==> config.mk <==
export PLATFORM = sky130hd
export DESIGN_NAME = pc_sequencer
export DESIGN_NICKNAME = d
export VERILOG_FILES = /design/src/rtl/rv32_pkg.sv /design/src/rtl/pc_next_sel.sv /design/src/rtl/pc_sequencer.sv
export SDC_FILE = /design/constraint.sdc
export NUM_CORES = 1
export LEC_CHECK = 0
export ABC_AREA = 1
export BUFFER_PORTS_ARGS = -buffer_cell sky130_fd_sc_hd__buf_2
export CAP_MARGIN = 20
export CORE_MARGIN = 1
export CORE_UTILIZATION = 54
export DETAILED_ROUTE_END_ITERATION = 6
export GPL_ROUTABILITY_DRIVEN = 0
export GPL_TIMING_DRIVEN = 1
export PLACE_DENSITY_LB_ADDON = 0.08
export SYNTH_ARGS = -nofsm -noshare
export SYNTH_HDL_FRONTEND = slang
export SYNTH_SLANG_ARGS = --single-unit
==> constraint.sdc <==
create_clock -name clk -period 2.3 [get_ports clk]
set_input_delay 0.46 -clock clk [delete_from_list [all_inputs] [get_ports clk]]
set_output_delay 0.46 -clock clk [all_outputs]
set_load 0.02 [all_outputs]
==> src/rtl/rv32_pkg.sv <==
// Shared rv32 fetch-side definitions: FSM state encoding, datapath widths
// and the default reset / trap vectors.
package rv32_pkg;

    localparam int XLEN = 32;
    localparam int ILEN = 32;

    localparam logic [XLEN-1:0] PC_INC        = 32'h0000_0004;
    localparam logic [XLEN-1:0] PC_ALIGN_MASK = 32'hFFFF_FFFC;

    localparam logic [XLEN-1:0] RESET_VECTOR  = 32'h0000_0000;
    localparam logic [XLEN-1:0] TRAP_VECTOR   = 32'h0000_0100;

    typedef enum logic [1:0] {
        FETCH = 2'd0,
        WAIT  = 2'd1,
        HOLD  = 2'd2,
        DRAIN = 2'd3
    } seq_state_t;

endpackage

==> src/rtl/pc_next_sel.sv <==
// Next-PC priority mux: trap, then redirect, then sequential advance,
// otherwise hold. Purely combinational.
// Build option: PC_MISALIGN_TRAP_EN turns a misaligned redirect target into
// a trap-vector load and flags it on o_misalign.
module pc_next_sel
    import rv32_pkg::*;
#(
    parameter logic [XLEN-1:0] P_TRAP_VECTOR = TRAP_VECTOR
)(
    input  logic [XLEN-1:0] i_pc,
    input  logic            i_trap_req,
    input  logic            i_redirect_valid,
    input  logic [XLEN-1:0] i_redirect_pc,
    input  logic            i_advance,
    output logic [XLEN-1:0] o_next_pc,
    output logic            o_redirect
`ifdef PC_MISALIGN_TRAP_EN
    ,
    output logic            o_misalign
`endif
);

    // Select the next pc; any non-sequential source raises o_redirect.
    always_comb begin
        o_next_pc  = i_pc;
        o_redirect = 1'b0;
`ifdef PC_MISALIGN_TRAP_EN
        o_misalign = 1'b0;
`endif
        if (i_trap_req) begin
            o_next_pc  = P_TRAP_VECTOR;
            o_redirect = 1'b1;
        end else if (i_redirect_valid) begin
            o_redirect = 1'b1;
`ifdef PC_MISALIGN_TRAP_EN
            if ((i_redirect_pc & ~PC_ALIGN_MASK) != '0) begin
                o_next_pc  = P_TRAP_VECTOR;
                o_misalign = 1'b1;
            end else begin
                o_next_pc  = i_redirect_pc;
            end
`else
            // Low bits are simply dropped: targets are always word aligned.
            o_next_pc = i_redirect_pc & PC_ALIGN_MASK;
`endif
        end else if (i_advance) begin
            o_next_pc = i_pc + PC_INC;
        end
    end

endmodule

==> src/rtl/pc_sequencer.sv <==
// Fetch sequencer: owns the pc, issues one instruction fetch at a time,
// holds the returned instruction for decode and applies redirects / traps.
// Responses belonging to a request made stale by a redirect are drained.
// Build option: PC_MISALIGN_TRAP_EN adds the misalign_err output.
//
// state | meaning
// FETCH | if_req high at pc, waiting for grant
// WAIT  | request granted, waiting for its response
// HOLD  | instruction held on inst_*, waiting for decode
// DRAIN | outstanding response is stale, discard it when it arrives
module pc_sequencer
    import rv32_pkg::*;
#(
    parameter logic [XLEN-1:0] P_RESET_VECTOR = RESET_VECTOR,
    parameter logic [XLEN-1:0] P_TRAP_VECTOR  = TRAP_VECTOR
)(
    input  logic            clk,
    input  logic            rst_n,
    output logic            if_req,
    output logic [XLEN-1:0] if_addr,
    input  logic            if_gnt,
    input  logic            if_rvalid,
    input  logic [ILEN-1:0] if_rdata,
    output logic            inst_valid,
    output logic [ILEN-1:0] inst_data,
    output logic [XLEN-1:0] inst_pc,
    input  logic            inst_ready,
    input  logic            redirect_valid,
    input  logic [XLEN-1:0] redirect_pc,
    input  logic            trap_req
`ifdef PC_MISALIGN_TRAP_EN
    ,
    output logic            misalign_err
`endif
);

    seq_state_t      r_state;
    seq_state_t      w_state_next;
    logic [XLEN-1:0] r_pc;
    logic [XLEN-1:0] w_next_pc;
    logic            w_redirect;
    logic            w_advance;
    logic [ILEN-1:0] r_inst_data;
    logic [XLEN-1:0] r_inst_pc;
`ifdef PC_MISALIGN_TRAP_EN
    logic            w_misalign;
    logic            r_misalign;
`endif

    assign w_advance = (r_state == HOLD) && inst_ready;

    pc_next_sel #(
        .P_TRAP_VECTOR (P_TRAP_VECTOR)
    ) u_pc_next_sel (
        .i_pc             (r_pc),
        .i_trap_req       (trap_req),
        .i_redirect_valid (redirect_valid),
        .i_redirect_pc    (redirect_pc),
        .i_advance        (w_advance),
        .o_next_pc        (w_next_pc),
        .o_redirect       (w_redirect)
`ifdef PC_MISALIGN_TRAP_EN
        ,
        .o_misalign       (w_misalign)
`endif
    );

    // State register.
    always_ff @(posedge clk or negedge rst_n) begin
        if (!rst_n) r_state <= FETCH;
        else        r_state <= w_state_next;
    end

    // Next-state: a redirect with a request still in flight goes to DRAIN so
    // that the stale response is never presented to decode.
    always_comb begin
        w_state_next = r_state;
        case (r_state)
            FETCH: begin
                if (if_gnt) w_state_next = w_redirect ? DRAIN : WAIT;
            end
            WAIT: begin
                if (if_rvalid)       w_state_next = w_redirect ? FETCH : HOLD;
                else if (w_redirect) w_state_next = DRAIN;
            end
            HOLD: begin
                if (w_redirect || inst_ready) w_state_next = FETCH;
            end
            DRAIN: begin
                if (if_rvalid) w_state_next = FETCH;
            end
            default: w_state_next = FETCH;
        endcase
    end

    // Outputs: the request is masked during reset because FETCH is the
    // reset state.
    always_comb begin
        if_req     = (r_state == FETCH) && rst_n;
        inst_valid = (r_state == HOLD);
    end

    // Program counter; the mux already folds in hold / advance / redirect.
    always_ff @(posedge clk or negedge rst_n) begin
        if (!rst_n) r_pc <= P_RESET_VECTOR;
        else        r_pc <= w_next_pc;
    end

    // Capture the response unless a redirect makes it stale in the same cycle.
    always_ff @(posedge clk or negedge rst_n) begin
        if (!rst_n) begin
            r_inst_data <= '0;
            r_inst_pc   <= '0;
        end else if ((r_state == WAIT) && if_rvalid && !w_redirect) begin
            r_inst_data <= if_rdata;
            r_inst_pc   <= r_pc;
        end
    end

`ifdef PC_MISALIGN_TRAP_EN
    // One-cycle flag aligned with the trap-vector load of the pc.
    always_ff @(posedge clk or negedge rst_n) begin
        if (!rst_n) r_misalign <= 1'b0;
        else        r_misalign <= w_misalign;
    end

    assign misalign_err = r_misalign;
`endif

    assign if_addr   = r_pc;
    assign inst_data = r_inst_data;
    assign inst_pc   = r_inst_pc;

endmodule
==> impl_metrics.yaml, run 1 <==
status:
  status: "complete, no violations"
synth:
  synth.most_common_cell: "nand2_1"
  avgSynthCellArea_um2: 8.37
  ys_ff_latch: 94
  synth_top_cell_area_share_pct: 48.6
  synthArstFlopShare_pct: 100
  ys_top_cells_by_area: "dfrtp_1, nand2_1, nor2_1"
  ys_seq_area_share_pct: 48.6
  ys.flop_type: "dfrtp_1"
  synth_edf_count: 0
  yosys_warnings: 0
  synth_area_um2: 4840
  synth_cell_type_count: 33
  postSynthCellCount: 578
  synth_commonest_cells: "nand2_1, dfrtp_1, nor2_1"
  yosysTopAreaCell: "dfrtp_1"
route:
  ant_nets: 0
  wire_per_inst_um: 14.1
  post_drt_via_cell_ratio: 5.09
  remaining_drc_errors: 0
  firstDrtPassIters: 5
  drtIter0Drc: 215
  num_vias: 4311
  routed_wl_mm: 12.0
clocking:
  numCtsBuffers: 9
  cts_tree: "built"
  clk_path_buf_depth: 2
  root_buffer: "clkbuf_8"
  cts_num_sinks: 94
  clk_pin_slew_ns: 0.10
  cts_resized: 0
  cts.htree.levels: 3
  post_cts_buffers: 0
  insertion_delay_ns: 0.37
  hold_buffers: 0
global_route:
  grt-ovfl-total: 0
  use_met2_pct: 42.8
  top_usage_layer: "met2"
  grt_pass1_wl_mm: 20.1
  grt_pass1_vias: 4118
  antenna_found_initial: 0
  grtUsageMet1_pct: 37.5
  grt_max_degree: 95
  met3_usage_pct: 4.41
  grtUsageTotal_pct: 26.8
worst_setup_path:
  rr_worst_depth: 10
  crit_type: "reg2out"
  r2r_start: "if_addr[2]"
  required_ns: 1.84
  reg2reg_to: "if_addr[22]"
  rrSetupSlack_ns: 0.61
  crit_fanout: 7
  critPathLaunchType: "flop"
  cp.arrival_ns: 1.26
  endpoint_kind: "output pin"
pwr:
  internal-power_uw: 3700
  vdd_ir_drop_max_uv: 515
  switching_power_uw: 2480
  clockPowerShare_pct: 19.1
  sw_frac_of_total_pct: 40.1
  p_comb_share_pct: 39.3
  pwr-share-seq_pct: 41.6
  power.density_nw_per_um2: 1040
  p_leak_uw: 0.00310
timing:
  post-route-period-util_pct: 74.8
  holdWs_ns: 0.150
  setup_slack_ns: 0.579
  maxSlewViolCount: 0
  setup_viol: 0
  finalHoldViolCount: 0
  tightestPinTransition_ns: 0.563
  fin_skew_ns: 0.0152
  max-slew-margin-rel_pct: 62.0
  fin_setup_tns_ns: 0
  rsz0062_at_grt: "no"
  max_freq_mhz: 581
  finalCriticalPeriod_ns: 1.72
placed_design:
  dp_slack_ns: 0.444
  dp_cells: 831
  place_hpwl_mm: 8.69
  io_buffers: 162
die:
  fp.dieArea_um2: 9340
  ios: 169
  fp-row-count: 34
  die_y_um: 96.6
  start_util_pct: 55.7
  core_area_um2: 8680
  dieWidth_um: 96.6
layout:
  fin_cells: 847
  final_core_util_pct: 68.3
  fillCellCount: 757
  nets: 806
  diodes: 0
  layout-drive-gt1-share_pct: 31.8
  area_growth_syn_to_layout_pct: 22.5
min_path:
  min-delay-path-class: "in2async"
job:
  max_cap_violations: 0
==> logic make-up after synthesis <==
family                     count (synthesis)  share of synthesized area (%)
other                                      1                         0.0775
muxes                                     33                           9.21
buffers and inverters                     71                           6.99
xor gates and xnor gates                   7                           1.27
and+or+nand+nor                          306                           26.4
DFF                                       94                           48.6
adders and majority gates                  1                          0.259
AOI/OAI and AO/OA                         65                           7.14
==> power by group through the flow <==
stage | Clock (uW) | Combinational [uW] | Sequential (uW)
2_1_floorplan | 0 | 889 | 3270
3_3_place_gp | 0 | 2400 | 2560
3_5_place_dp | 0 | 2440 | 2610
4_1_cts | 1210 | 2450 | 2570
5_1_grt | 1270 | 2620 | 2650
6_report | 1180 | 2430 | 2570
==> routing by layer <==
layer	routed length [um]	up-vias
met5	0	-
met2	5580	162
met3	692	16
met4	174	0
li1	-	2145
met1	5530	1988
==> cell usage in the layout, fill, tap and decap left out, types with 2 or more instances in the layout <==
cell and count:
a21oi_1 2, buf_12 3, buf_2 161, buf_4 3, clkbuf_8 9, clkinv_4 2
conb_1 4, dfrtp_1 94, inv_1 42, inv_2 3, inv_6 2, inv_8 2
mux2_2 12, mux2_4 20, nand2_1 162, nand2_2 4, nand2_4 2, nand3_1 33
nor2_1 90, nor2_2 6, nor2_4 2, nor3_1 3, o21ai_0 49, o21ai_1 9
o22ai_1 2, xor2_1 7
==> worst max-delay path by stage <==
stage | startpoint | endpoint | cells past startpoint
after detailed placement | redirect_valid | if_addr[13] | 7
final | r_state[1] | if_req | 2
after global placement | redirect_valid | if_addr[13] | 7
after CTS | r_state[1] | if_req | 2
after floorplan | if_addr[3] | if_addr[26] | 10
after global routing | if_addr[11] | if_addr[22] | 9
==> worst max-delay path: stages, from the launching register on <==
cell and delay (ns):
dfrtp_1 0.48, nor3b_1 0.22, buf_2 0.20
==> through the flow <==
stage                     power [uW]  instance area, um2
after global routing            6540                5920
after global placement          4960                5710
after floorplan                 4150                4850
after CTS                       6230                5920
after detailed placement        5050                5710
final                           6180                5920
==> layout make-up <==
class	instances	area, um2	area share [%]
repair buffers	167	888	15.0
clock inverters	7	87.6	1.48
inverters	46	173	2.91
flip-flops and latches	94	2350	39.7
clock buffers	9	124	2.09
well taps	108	135	2.28
multi-input cells	416	2160	36.5
==> registers in the layout, summed over array words and instances (netlist names) <==
register and cells:
r_state 2, if_addr 30, inst_data 32, inst_pc 30
(Power assumes the default switching activity.)
==> run 2, diff against run 1 <==
Settings changed: CORE_UTILIZATION 54 to 50.
Clock period 2.3 ns to 1.65 ns, I/O delays scaled along.
==> run 2 against run 1 <==
Net effect:
- die area rose by 7.8%
- register-to-register slack worse by 0.54 ns
- sequential power is 40% higher
- clock-buffer cell count up 1
- clock skew is 0.0032 ns lower
- first-iteration DRC count increased by 2.3%
- global-route usage is 0.64 points lower
- design area is 3.1% higher
- clock power is 46% higher
- cell count grew 3.7%
- combinational power grew 42%
- largest cell class unchanged
- highest routed layer unchanged
==> impl_metrics.yaml, run 2 (same netlist as run 1, synthesis figures left out) <==
placed_design:
  place_hpwl_mm: 9.09
  io_buffers: 162
  placed_cell_area_um2: 5800
  dp_cells: 860
die:
  dieWidth_um: 100
  ios: 169
  core_area_um2: 9280
  die_y_um: 100
  fp.dieArea_um2: 10100
  start_util_pct: 52.1
  fp-row-count: 35
worst_setup_path:
  endpoint_kind: "output pin"
  max_stage_delay_ns: 0.46
  cp_slowest_cell: "dfrtp_2"
  crit_fanout: 5
  worstPathCellList: "nor3b_1, buf_2"
  critPathLaunchType: "flop"
  crit_type: "reg2out"
  cp.arrival_ns: 1.25
  required_ns: 1.32
global_route:
  grtUsageTotal_pct: 26.1
  grt_pass1_vias: 4223
  antenna_found_initial: 0
  grt_pass1_wl_mm: 20.4
  grt_max_degree: 95
  grt-ovfl-total: 0
clocking:
  clk_path_buf_depth: 2
  insertion_delay_ns: 0.36
  cts_num_sinks: 94
  clk_pin_slew_ns: 0.10
  cts.htree.levels: 3
  cts_tree: "built"
  hold_buffers: 0
  numCtsBuffers: 9
  root_buffer: "clkbuf_8"
layout:
  design_area_um2: 6110
  final_core_util_pct: 65.8
  nets: 816
  largest_reg_flops: 32
  fillCellCount: 809
  final_common_cell: "buf_2"
  seqCellArea_um2: 2360
  layout-drive-gt1-share_pct: 34.8
  multi_input_area_um2: 2230
  area_growth_syn_to_layout_pct: 26.3
  final_cell_mix: "buf_2, nand2_1, dfrtp_1"
  fin_cells: 878
  diodes: 0
timing:
  max_freq_mhz: 632
  maxSlewViolCount: 0
  tightestPinTransition_ns: 0.490
  rsz0062_at_grt: "yes"
  finalHoldViolCount: 0
  setup_viol: 0
  post-route-period-util_pct: 95.9
  max-slew-margin-rel_pct: 66.9
  fin_skew_ns: 0.0120
  finalCriticalPeriod_ns: 1.58
  holdWs_ns: 0.0404
route:
  wire_per_inst_um: 14.5
  drtIter0Drc: 220
  ant_nets: 0
  firstDrtPassIters: 5
  num_vias: 4434
  routed_wl_mm: 12.7
  post_drt_via_cell_ratio: 5.05
  remaining_drc_errors: 0
min_path:
  min-delay-path-class: "in2async"
pwr:
  total_power_uw: 8770
  vdd_ir_drop_max_uv: 551
  power.density_nw_per_um2: 1440
  p_leak_uw: 0.00317
status:
  status: "complete, no violations"
job:
  max_cap_violations: 0
-- run 2: cell count changes in the layout (fill, tap and decap cells not counted), moves of 2 or more --
cell,before,now
buf_4,3,13
dfrtp_1,94,87
dfrtp_2,0,7
inv_8,2,0
nand2_1,162,160
nand2_4,2,4
nor2_1,90,84
nor2_4,2,7
-- run 2: cell type report --
| type | count | share of cell area (%) |
|---|---|---|
| flip-flops and latches | 94 | 38.7 |
| multi-input cells | 416 | 36.5 |
| repair buffers | 177 | 15.8 |
| inverters | 46 | 2.83 |
| clock buffers | 10 | 2.09 |
| well taps | 129 | 2.64 |
| clock inverters | 6 | 1.54 |
-- run 2: metrics by stage --
stage	worst slack, ns	setup TNS (ns)
6_report	0.0682	0
4_1_cts	0.0231	0
2_1_floorplan	0.0551	0
5_1_grt	-0.0177	-0.0378
3_5_place_dp	0.0515	0
3_3_place_gp	0.104	0
-- run 2: layer usage --
| metal | vias up | track usage, % | share of wire [%] |
|---|---|---|---|
| li1 | 2159 | - | - |
| met1 | 2057 | 35.4 | 45 |
| met2 | 191 | 43.3 | 46 |
| met3 | 27 | 3.90 | 6.3 |
| met4 | 0 | 8.47 | 2.1 |
| met5 | - | 0 | 0 |
-- run 2: power by group --
part / switching, uW / total, uW / internal [uW] / leakage, uW
clock: 856 / 1720 / 869 / 0.000107
sequential: 513 / 3610 / 3090 / 0.00119
combinational: 2080 / 3440 / 1360 / 0.00187
total: 3450 / 8770 / 5320 / 0.00317
-- run 2: critical path, delay by kind of cell, from the launching register on --
family / cells / cell delay, ns
AND/OR/NAND/NOR: 1 / 0.23
buffers and inverters: 1 / 0.20
flip-flops: 1 / 0.46
-- run 2: what timing repair did --
action                                  4_1_cts  5_1_grt
buffers inserted                              0        2
endpoints found under the setup margin        0       19
endpoints found under the hold margin         0        0
resized for setup                             0       25
-- run 2: worst paths after layout --
check                      slack [ns]        start  cells after the start            end
setup reg to reg                 0.07   if_addr[3]                      8    if_addr[10]
hold / removal                   0.04        rst_n                      2  inst_data[24]
max in group asynchronous        1.19        rst_n                      2    if_addr[14]
hold reg to reg                  0.49  inst_pc[21]                      2    inst_pc[21]
setup / recovery                 0.07   r_state[0]                      2         if_req
min in group clk                 0.19  if_rdata[2]                      2   inst_data[2]
